===== src/rtl/rx_datapath_pkg.sv =====
// Shared receive-side types and helpers for the UART rx datapath.
// Frame-format defaults live here so the transmitter and receiver agree on them.

`ifndef DATA_WIDTH
`define DATA_WIDTH 8
`endif

`ifndef PARITY_ODD
`define PARITY_ODD 0
`endif

package rx_datapath_pkg;

    localparam int unsigned DefaultDataWidth = `DATA_WIDTH;
    localparam int unsigned DefaultParityOdd = `PARITY_ODD;

    // True when the accumulated data parity plus the received parity bit
    // does not match the selected sense (0 = even, 1 = odd).
    function automatic logic parity_mismatch(input logic acc, input logic rx_bit,
                                             input logic odd);
        return (acc ^ rx_bit) != odd;
    endfunction

    // Holding-register next valid: a completed frame wins over a same-cycle transfer.
    function automatic logic next_valid(input logic valid, input logic ready,
                                        input logic load);
        logic nv;
        nv = valid;
        if (load) begin
            nv = 1'b1;
        end else if (valid && ready) begin
            nv = 1'b0;
        end
        return nv;
    endfunction

endpackage


===== src/rtl/uart_rx_sync.sv =====
// Two-flop synchroniser for the asynchronous rx line plus a one-cycle-delayed
// copy used to detect the high-to-low start edge.

module uart_rx_sync (
    input  logic rx_clk,
    input  logic resetn,
    input  logic rx_serial,
    output logic rx_sync,
    output logic fall
);

    logic meta_q;
    logic sync_q;
    logic prev_q;

    // Line idles high, so reset every stage to 1 to avoid a false start edge.
    always_ff @(posedge rx_clk) begin
        if (!resetn) begin
            meta_q <= 1'b1;
            sync_q <= 1'b1;
            prev_q <= 1'b1;
        end else begin
            meta_q <= rx_serial;
            sync_q <= meta_q;
            prev_q <= sync_q;
        end
    end

    always_comb begin
        rx_sync = sync_q;
        fall    = ~sync_q & prev_q;
    end

endmodule


===== src/rtl/rx_datapath.sv =====
// Serial-side UART receive datapath: start detect, LSB-first shifting, parity and
// stop checking, and a valid/ready holding register for completed bytes.

module rx_datapath
    import rx_datapath_pkg::*;
#(
    parameter int unsigned DATA_WIDTH = DefaultDataWidth,
    parameter int unsigned PARITY_ODD = DefaultParityOdd
) (
    input  logic                  rx_clk,
    input  logic                  resetn,
    input  logic                  rx_serial,
    input  logic                  shift,
    input  logic                  parity_load,
    input  logic                  check_stop,
    output logic                  start_bit_detected,
    output logic                  parity_bit_error,
    output logic [DATA_WIDTH-1:0] rx_data,
    output logic                  rx_valid,
    input  logic                  rx_ready,
    output logic                  framing_error,
    output logic                  overrun_error
);

    localparam logic OddParity = (PARITY_ODD != 0);

    logic rx_sync;
    logic fall;

    uart_rx_sync u_sync (
        .rx_clk    (rx_clk),
        .resetn    (resetn),
        .rx_serial (rx_serial),
        .rx_sync   (rx_sync),
        .fall      (fall)
    );

    logic                  start_q, start_d;
    logic [DATA_WIDTH-1:0] sreg_q, sreg_d;
    logic                  par_acc_q, par_acc_d;
    logic [DATA_WIDTH-1:0] rx_data_q, rx_data_d;
    logic                  rx_valid_q, rx_valid_d;
    logic                  framing_q, framing_d;
    logic                  overrun_q, overrun_d;

    logic busy;
    logic stop_ok;
    logic accept;
    logic load;

    always_comb begin
        // Any rx_fsm strobe, or the detect pulse itself, masks new start edges.
        busy    = shift | parity_load | check_stop | start_q;
        start_d = fall & ~busy;

        sreg_d = sreg_q;
        if (shift) begin
            sreg_d = {rx_sync, sreg_q[DATA_WIDTH-1:1]};
        end

        par_acc_d = par_acc_q;
        if (start_q) begin
            par_acc_d = 1'b0;
        end else if (shift) begin
            par_acc_d = par_acc_q ^ rx_sync;
        end

        stop_ok   = check_stop & rx_sync;
        framing_d = check_stop & ~rx_sync;
        accept    = ~rx_valid_q | rx_ready;
        load      = stop_ok & accept;
        overrun_d = stop_ok & ~accept;

        rx_valid_d = next_valid(rx_valid_q, rx_ready, load);
        rx_data_d  = load ? sreg_q : rx_data_q;
    end

    always_ff @(posedge rx_clk) begin
        if (!resetn) begin
            start_q    <= 1'b0;
            sreg_q     <= '0;
            par_acc_q  <= 1'b0;
            rx_data_q  <= '0;
            rx_valid_q <= 1'b0;
            framing_q  <= 1'b0;
            overrun_q  <= 1'b0;
        end else begin
            start_q    <= start_d;
            sreg_q     <= sreg_d;
            par_acc_q  <= par_acc_d;
            rx_data_q  <= rx_data_d;
            rx_valid_q <= rx_valid_d;
            framing_q  <= framing_d;
            overrun_q  <= overrun_d;
        end
    end

    always_comb begin
        start_bit_detected = start_q;
        parity_bit_error   = parity_load & parity_mismatch(par_acc_q, rx_sync, OddParity);
        rx_data            = rx_data_q;
        rx_valid           = rx_valid_q;
        framing_error      = framing_q;
        overrun_error      = overrun_q;
    end

endmodule


===== config.mk =====
export PLATFORM = sky130hd
export DESIGN_NAME = rx_datapath
export DESIGN_NICKNAME = d
export VERILOG_FILES = /design/src/rtl/rx_datapath_pkg.sv /design/src/rtl/uart_rx_sync.sv /design/src/rtl/rx_datapath.sv
export SDC_FILE = /design/constraint.sdc
export NUM_CORES = 1
export LEC_CHECK = 0
export CAP_MARGIN = 40
export CORE_ASPECT_RATIO = 1.25
export CORE_MARGIN = 4
export CORE_UTILIZATION = 47
export CTS_CLUSTER_DIAMETER = 200
export CTS_CLUSTER_SIZE = 10
export DETAILED_ROUTE_END_ITERATION = 6
export PLACE_DENSITY = 0.79
export SYNTH_ARGS = -nofsm -noshare
export SYNTH_HDL_FRONTEND = slang
export SYNTH_SLANG_ARGS = --single-unit

===== constraint.sdc =====
create_clock -name rx_clk -period 1.15 [get_ports rx_clk]
set_input_delay 0.115 -clock rx_clk [delete_from_list [all_inputs] [get_ports rx_clk]]
set_output_delay 0.115 -clock rx_clk [all_outputs]
set_load 0.01 [all_outputs]

======== Yosys cells after proc, flatten, opt, wreduce, memory -nomap -nowiden ========
Index checks and enable logic that the tools add are counted.
storage, ports and cells
  register bits after elaboration ......... 24
  bits in latches ......................... 0
  RAM bits ................................ 0
  memory bits (read-only) ................. 0
  output and inout port bits .............. 13
  word-level logic and storage cells ...... 32
  memories ................................ 0
operators by class
  $add $sub $neg .......................... 0
  $mul .................................... 0
  divide/modulo/power cells ............... 0
  magnitude comparators ................... 0
  eq/ne operators ......................... 0
  shift-type cells ........................ 0
  muxes and demuxes ....................... 2
  bitwise operators ....................... 17
  reductions and logical operators ........ 3
operators by type and width
  operator            number
  1-bit bitwise AND   7
  1-bit NOT           5
  1-bit OR            4
  1-bit 2-to-1 mux    2
  2-bit nonzero test  1
  2-bit OR reduction  1
  1-bit logical AND   1
  1-bit bitwise XOR   1

======== Longest topological paths before layout ========
Gate-level depths: netlist of run 1.
  word-level depth ........................ 5
  mapped depth ............................ 4

======== Hierarchy ========
From an unflattened synthesis of run 1, not the netlist that was laid out.
second synthesis, totals
  cells, all modules ...................... 89
  area total of the unflattened synthesis .. 910.9 µm²
by module, submodules not included
  module        instances  cells an instance  area an instance (µm²)  sequential area each (µm²)
  rx_datapath   1          82                 825.8                   420.4
  uart_rx_sync  1          7                  85.1                    60.1

======== Worst setup path before layout of run 1 ========
No wires, ideal clock.
  path kind ............................... reg2reg
  from .................................... register rx_valid_q, in the netlist rx_valid
  to ...................................... register rx_data_q[0], in the netlist rx_data[0]
  data arrival time ....................... 926 ps
  setup slack ............................. 153 ps
  stages on the path, launching flop included .. 4
  clock period less this slack ............ 997 ps
  path through ............................ dfxtp_1 and2b_2 nor2_8 mux2i_1
on the way
  cells in the longest elaborated chain, start to end .. 3
ends and longest elaborated chain
  item                    line               text
  start, declared         rx_datapath.sv:42  logic rx_valid_q, rx_valid_d;
  start signal, assigned  rx_datapath.sv:92  rx_valid_q <= rx_valid_d;
  1-bit NOT               rx_datapath.sv:70  accept = ~rx_valid_q | rx_ready;
  1-bit OR                rx_datapath.sv:70
  1-bit bitwise AND       rx_datapath.sv:71  load = stop_ok & accept;
  end signal, assigned    rx_datapath.sv:91  rx_data_q <= rx_data_d;
  end, declared           rx_datapath.sv:41  logic [DATA_WIDTH-1:0] rx_data_q, rx_data_d;
No other way between the ends.
A chain may end at the register's enable or synchronous reset.

======== Final worst setup path of run 1 ========
  from .................................... register par_acc_q
  to ...................................... output parity_bit_error
on the way
  cells in the longest elaborated chain, start to end .. 2
ends and longest elaborated chain
  item                    line                   text
  start, declared         rx_datapath.sv:40      logic par_acc_q, par_acc_d;
  start signal, assigned  rx_datapath.sv:90      par_acc_q <= par_acc_d;
  1-bit bitwise XOR       rx_datapath_pkg.sv:21  return (acc ^ rx_bit) != odd;
  1-bit bitwise AND       rx_datapath.sv:100     parity_bit_error = parity_load & parity_mismatch(par_acc_q, rx_sync, OddParity);
  end, declared           rx_datapath.sv:17      output logic parity_bit_error,
No other way between the ends.

==> results of run 1 <==
## cells in the mapped netlist (all sizes together)
library cell	instances	area, sq um
nand3	1	5.00
nor2	4	31.3
nand2	19	76.3
inv	1	3.75
xor2	2	17.5
nor3b	1	7.51
a21oi	1	5.00
and2b	1	8.76
nor3	1	5.00
nand2b	4	25.0
a21boi	1	7.51
and2	1	6.26
nor2b	8	50.1
mux2i	15	150
buf	3	26.3
clkbuf	1	3.75
dfxtp	24	480
## registers in the layout, summed over array words and instances, names as in the netlist
name and count:
start_bit_detected 1, par_acc_q 1, u_sync.meta_q 1, framing_error 1
u_sync.rx_sync 1, rx_valid 1, rx_data 8, u_sync.prev_q 1
overrun_error 1, sreg_q 8
## critical path, stage by stage, from the launching register on
cell and delay, ns:
dfxtp_2 0.36, xor2_1 0.14, and2_1 0.15, buf_2 0.14
## how the worst max path moves through the flow
stage                     cells after the start  slack, ns            from          endpoint
after floorplan                               3       0.15        rx_valid        rx_data[0]
after global placement                        3      -0.19     parity_load  parity_bit_error
after detailed placement                      3      -0.24     parity_load  parity_bit_error
after CTS                                     3      -0.05  u_sync.rx_sync  parity_bit_error
after global routing                          3      -0.14       par_acc_q  parity_bit_error
final                                         3      -0.06       par_acc_q  parity_bit_error
## metrics by stage
stage	cells	setup slack (ns)	setup TNS, ns	power (uW)
floorplan	88	0.153	0	978
detailed placement	132	-0.242	-2.54	1060
global route	136	-0.135	-0.138	1530
finish	136	-0.0577	-0.0577	1480
global placement	132	-0.189	-2.22	1060
CTS	136	-0.0480	-0.0480	1490
## logic make-up (layout without fill, tap and decap cells)
logic type	Yosys count	in the layout	synth area share (%)
xor+xnor	2	2	1.93
compound gates	2	2	1.38
mux	15	15	16.5
simple gates	40	40	23.7
flops	24	24	52.8
buf+inv	5	34	3.71
## cell type report
cell class | instances | share of cell area, %
sequential | 24 | 40.1
clock buffer | 4 | 3.01
multi-input combinational | 59 | 33.2
tap | 19 | 1.97
timing repair buffer | 29 | 21.4
inverter | 1 | 0.311
## routing by layer
layer	track usage (%)	part of all wire [%]	vias up
met2	22.4	53	10
li1	-	-	340
met5	0	0	-
met3	3.15	4.6	2
met1	16.4	42	288
met4	4.74	0.31	0
## timing repair
action | in CTS | in global routing
cloned | 0 | 0
endpoints found under the setup margin | 13 | 2
pin swaps | 2 | 1
gates resized for setup | 19 | 1
## power by group through the flow
stage | clock network, uW | logic [uW] | registers (uW)
detailed placement | 0 | 182 | 882
finish | 443 | 177 | 864
floorplan | 0 | 93.6 | 885
CTS | 446 | 175 | 864
global placement | 0 | 177 | 881
global route | 470 | 192 | 867
==> metrics.md, run 1 <==
| Metric | Value |
|---|---|
| Status | complete, but fails checks |
| Failing checks | negative setup slack |
| Die Y | 57.2 microns |
| Reg2Reg Depth | 4 |
| Final hold slack | 0.348 ns |
| Psw | 339 uW |
| Slew at the pin closest to its max-slew limit | 0.246 ns |
| Worst Hold Endpoint | u_sync.meta_q |
| Total CTS buffers | 3 |
| H-tree depth | 1 |
| Critical path startpoint category | register |
| Finish-stage setup viols | 1 |
| Initial core utilization | 50.3% |
| Cell Area, Placed | 1180 sq um |
| Post-layout util | 66.7% |
| Fillers | 153 |
| Tmin final | 1.21 ns |
| CTS tree | built |
| Pwr dens | 1230 nW/um^2 |
| First-pass GRT wire length | 2.64 mm |
| VDD IR max | 1.02 mV |
| #FFs+latches synth | 24 |
| WHS Path Cells | 2 |
| Combinational share of power | 11.9% |
| Netlist cell types | 20 |
| Crit path kind | reg -> out |
| # clock sinks | 24 |
| Sequential cell area | 484 sq um |
| Crit-path max FO | 2 |
| Full die area | 2710 sq um |
| Crit path DAT | 1.09 ns |
| Synthesized area | 910 sq um |
| Final net count | 125 |
| CP endpoint kind | output port |
| Most frequent cells in the layout | dfxtp_1 (21), nand2_1 (17), mux2i_1 (15) |
| Fin. Hold Viols | 0 |
| GRT overflow | 0 |
| Avg Vias per Cell | 4.71 |
| Die W | 47.4 microns |
| Drt total wl | 1.62 mm |
| Sw frac | 22.9% |
| Row cnt | 17 |
| Synth-to-layout area growth | 32.6% |
| Core ar. | 1810 sq um |
| Ports | 20 |
| Worst Path Required | 1.03 ns |
| Ant diodes | 0 |
| RSZ-0062 raised after global routing | true |
| Relative slew slack | 83.5% |
| Post-CTS Setup Bufs | 0 |
| # Max-Cap Violations | 0 |
| Worst Hold Class | in -> reg |
| Net count after synthesis | 95 |
| Worst-path clk slew | 0.13 ns |
| Placer Congestion | 0.732 |
| R2r setup slk | 0.09 ns |
| Worst r2r src | u_sync.rx_sync |
| Post-route cell area | 1210 sq um |
| 1st-pass router iterations | 2 |
| CTS Hold Buffers Added | 0 |
| Share of layout cells above drive strength 1 | 18.8% |
| Hold Startpoint | rx_serial |
| Worst clock skew | 0.00592 ns |
| Synth warn | 0 |
| Final Cycle Share | 105% |
| Initial antenna violation count | 0 |
| Wire length per cell | 11.9 microns |
| Clock latency on the worst-skew pair | 0.31 ns |
| Via count | 640 |
| Mean Syn Cell Area | 10.3 sq um |
| Highest Clock Rate | 0.828 GHz |
| Leakage Power | 0.000549 uW |
| Dpl hpwl | 1.19 mm |
| DRC violations left | 0 |
| Sequential Power Share | 58.2% |
| Antenna-violating nets left | 0 |
| Vias in the first global route | 591 |
| Overall routing resource usage | 13.5% |
| Register area share after synthesis | 52.8% |
| Final Max Tran Viols | 0 |
| Max Root-Sink Buffers | 2 |
| Port Buffers | 19 |
| Fin worst setup slack | -0.0577 ns |
| R2R Path End | rx_data[7] |
| DR iter-0 viols | 5 |
| Multi-input gate area | 400 sq um |
| Clock power frac | 29.9% |
| CTS Root Cell | clkbuf_4 |
| Most common cell after layout, fill and taps aside | dfxtp_1 |
| Largest net degree at the start of global routing | 15 |
| Mapped Cells | 88 |
| Internal | 1140 uW |
Note: power is estimated with default switching activity, not from simulation.
==> inputs of run 2 (changes only) <==
==> constraint.sdc (replaced) <==
create_clock -name rx_clk -period 1.15 [get_ports rx_clk]
set_input_delay 0.23 -clock rx_clk [delete_from_list [all_inputs] [get_ports rx_clk]]
set_output_delay 0.23 -clock rx_clk [all_outputs]
set_load 0.01 [all_outputs]
==> run 2 against run 1 <==
Effect of this change: the run still ends with negative setup slack left; register-to-register slack barely moved; total power rose by 10%; via count rose by 0.94%; sequential share of layout area rose by 0.91 points; first-iteration DRC count fell by 40%; utilization fell by 0.97 points; sequential power barely moved; design area fell by 1.5%; critical path depth did not move; global-route usage fell by 0.14 points; sequential cell count did not move; clock-buffer cell count fell by 1; critical path type unchanged.
==> metrics.md, run 2 (same netlist as run 1, synthesis figures left out) <==
| Metric | Value |
|---|---|
| Initial core utilization | 50.3% (unchanged) |
| Combinational share of power | 10.5% (-1.4 points) |
| Largest net degree at the start of global routing | 15 (unchanged) |
| Crit path DAT | 1.05 ns (-0.04 ns) |
| Worst path cell trace | xor2_1 -> and2_1 -> buf_2 |
| Full die area | 2710 sq um (unchanged) |
| Drt total wl | 1.57 mm (-3.2%) |
| Wire length per cell | 11.5 microns (-3.9%) |
| Critical path startpoint category | register |
| Share of layout cells above drive strength 1 | 32.2% (+13 points) |
| Ports | 20 (unchanged) |
| Die Y | 57.2 microns (unchanged) |
| VDD IR max | 1.26 mV (+24%) |
| Finish-stage setup viols | 1 (unchanged) |
| Relative slew slack | 83.8% (+0.22 points) |
| GRT overflow | 0 (unchanged) |
| Psw | 334 uW (-1.6%) |
| Final Max Tran Viols | 0 (unchanged) |
| Vias in the first global route | 644 (+9.0%) |
| Overall routing resource usage | 13.4% (-0.14 points) |
| DR iter-0 viols | 3 (-2) |
| Worst clock skew | 0.00787 ns (+0.00195 ns) |
| Post-route cell area | 1190 sq um (-1.5%) |
| Total CTS buffers | 3 (unchanged) |
| Initial antenna violation count | 0 (unchanged) |
| Crit-path max FO | 2 (unchanged) |
| Total chip power | 1640 uW (+10%) |
| Tmin final | 1.28 ns (+0.0746 ns) |
| Synth-to-layout area growth | 30.7% |
| Clock latency on the worst-skew pair | 0.31 ns (about the same) |
| Placer Congestion | 0.727 (-0.75%) |
| Core ar. | 1810 sq um (unchanged) |
| Slew at the pin closest to its max-slew limit | 0.243 ns (-0.00334 ns) |
| Fin. Hold Viols | 0 (unchanged) |
| DRC violations left | 0 (unchanged) |
| Worst Hold Class | reg -> reg |
| Final Cycle Share | 112% (+6.5 points) |
| First-pass GRT wire length | 2.64 mm (unchanged) |
| Fin worst setup slack | -0.132 ns (-0.0746 ns) |
| Row cnt | 17 (unchanged) |
| Worst Path Required | 0.92 ns (-0.11 ns) |
| 1st-pass router iterations | 3 (+1) |
| Dpl hpwl | 1.18 mm (-0.83%) |
| Port Buffers | 19 (unchanged) |
| Via count | 646 (+0.94%) |
| Die W | 47.4 microns (unchanged) |
| # Max-Cap Violations | 0 (unchanged) |
| Slowest CP cell | dfxtp_2 |
| H-tree depth | 1 (unchanged) |
| Antenna-violating nets left | 0 (unchanged) |
| Sw frac | 20.4% (-2.5 points) |
| Cell Area, Placed | 1190 sq um (+0.64%) |
| CTS Root Cell | clkbuf_4 |
| # clock sinks | 24 (unchanged) |
| Final hold slack | 0.425 ns (+0.0774 ns) |
| CTS tree | built |
| RSZ-0062 raised after global routing | true |
| CP max stage delay | 0.34 ns (-0.02 ns) |
| Ant diodes | 0 (unchanged) |
| Dpl ws | -0.444 ns (-0.202 ns) |
| CP endpoint kind | output port |
| Most common cell after layout, fill and taps aside | dfxtp_1 |
| Worst-path clk slew | 0.12 ns (about the same) |
| Status | complete, but fails checks |
| Sequential Power Share | 52.8% (-5.4 points) |
| Avg Vias per Cell | 4.72 (+0.20%) |
| Max Root-Sink Buffers | 2 (unchanged) |
| Pwr dens | 1380 nW/um^2 (+12%) |
| Internal | 1300 uW (+14%) |
| Highest Clock Rate | 0.780 GHz (-5.8%) |
| Clock power frac | 36.6% (+6.7 points) |
| Crit path kind | reg -> out |
| Final net count | 126 (+0.80%) |
| Failing checks | negative setup slack |
| Leakage Power | 0.000522 uW (-4.9%) |
| Most frequent cells in the layout | dfxtp_1 (18), nand2_1 (17), mux2i_1 (15) |
-- run 2: cell types whose count changed in the layout (fill, tap and decap cells not counted), sizes merged --
cell and delta:
buf +2, clkbuf +10, dlygate4sd2 -12, bufinv +1
-- run 2: critical path: cells and delay by family, from the launching register on --
kind                   cells  cell delay [ns]
flip-flops                 1             0.34
XOR/XNOR                   1             0.14
buffers and inverters      1             0.14
AND/OR/NAND/NOR            1             0.13
-- run 2: layout make-up --
| class | instances | area (sq um) |
|---|---|---|
| Multi-Input combinational cell | 59 | 400 |
| Sequential cell | 24 | 488 |
| Timing Repair Buffer | 30 | 220 |
| Clock buffer | 3 | 22.5 |
| Fill cell | 153 | 619 |
| Clock inverter | 1 | 30.0 |
| Inverter | 1 | 3.75 |
| Tap cell | 19 | 23.8 |
-- run 2: what timing repair did --
item	4_1_cts	5_1_grt
setup endpoints to repair	13	16
pin swaps	2	1
resized for setup	30	18
hold buffers	0	0
buffers inserted	0	0
-- run 2: metrics by stage --
step                      cells  utilization (%)  TNS, ns
after detailed placement    133             65.7    -5.01
final                       137             65.7   -0.132
after CTS                   137             68.5   -0.149
after global routing        137             65.7   -0.190
after floorplan              88                -        0
after global placement      133             65.7    -4.74
-- run 2: worst paths after layout --
| check | start | to | slack (ns) | depth (start not counted) |
|---|---|---|---|---|
| setup / recovery | u_sync.rx_sync | parity_bit_error | -0.13 | 3 |
| hold / removal | u_sync.meta_q | u_sync.rx_sync | 0.43 | 1 |
| setup reg to reg | rx_valid | rx_data[4] | 0.09 | 3 |
| hold reg to reg | u_sync.meta_q | u_sync.rx_sync | 0.43 | 1 |
-- run 2: per-layer routing --
metal  track usage (%)  vias up  part of all wire, %
met5                 0        -                    0
met4              7.11        0                  2.1
met3              1.89        4                  5.3
met2              22.2       12                   51
met1              15.8      290                   42
li1                  -      340                    -
-- run 2: power groups by stage --
stage	registers, uW	clock network, uW	logic (uW)
floorplan	885	0	93.6
global placement	881	0	177
detailed placement	882	0	182
CTS	865	615	176
global route	868	654	186
finish	864	599	172
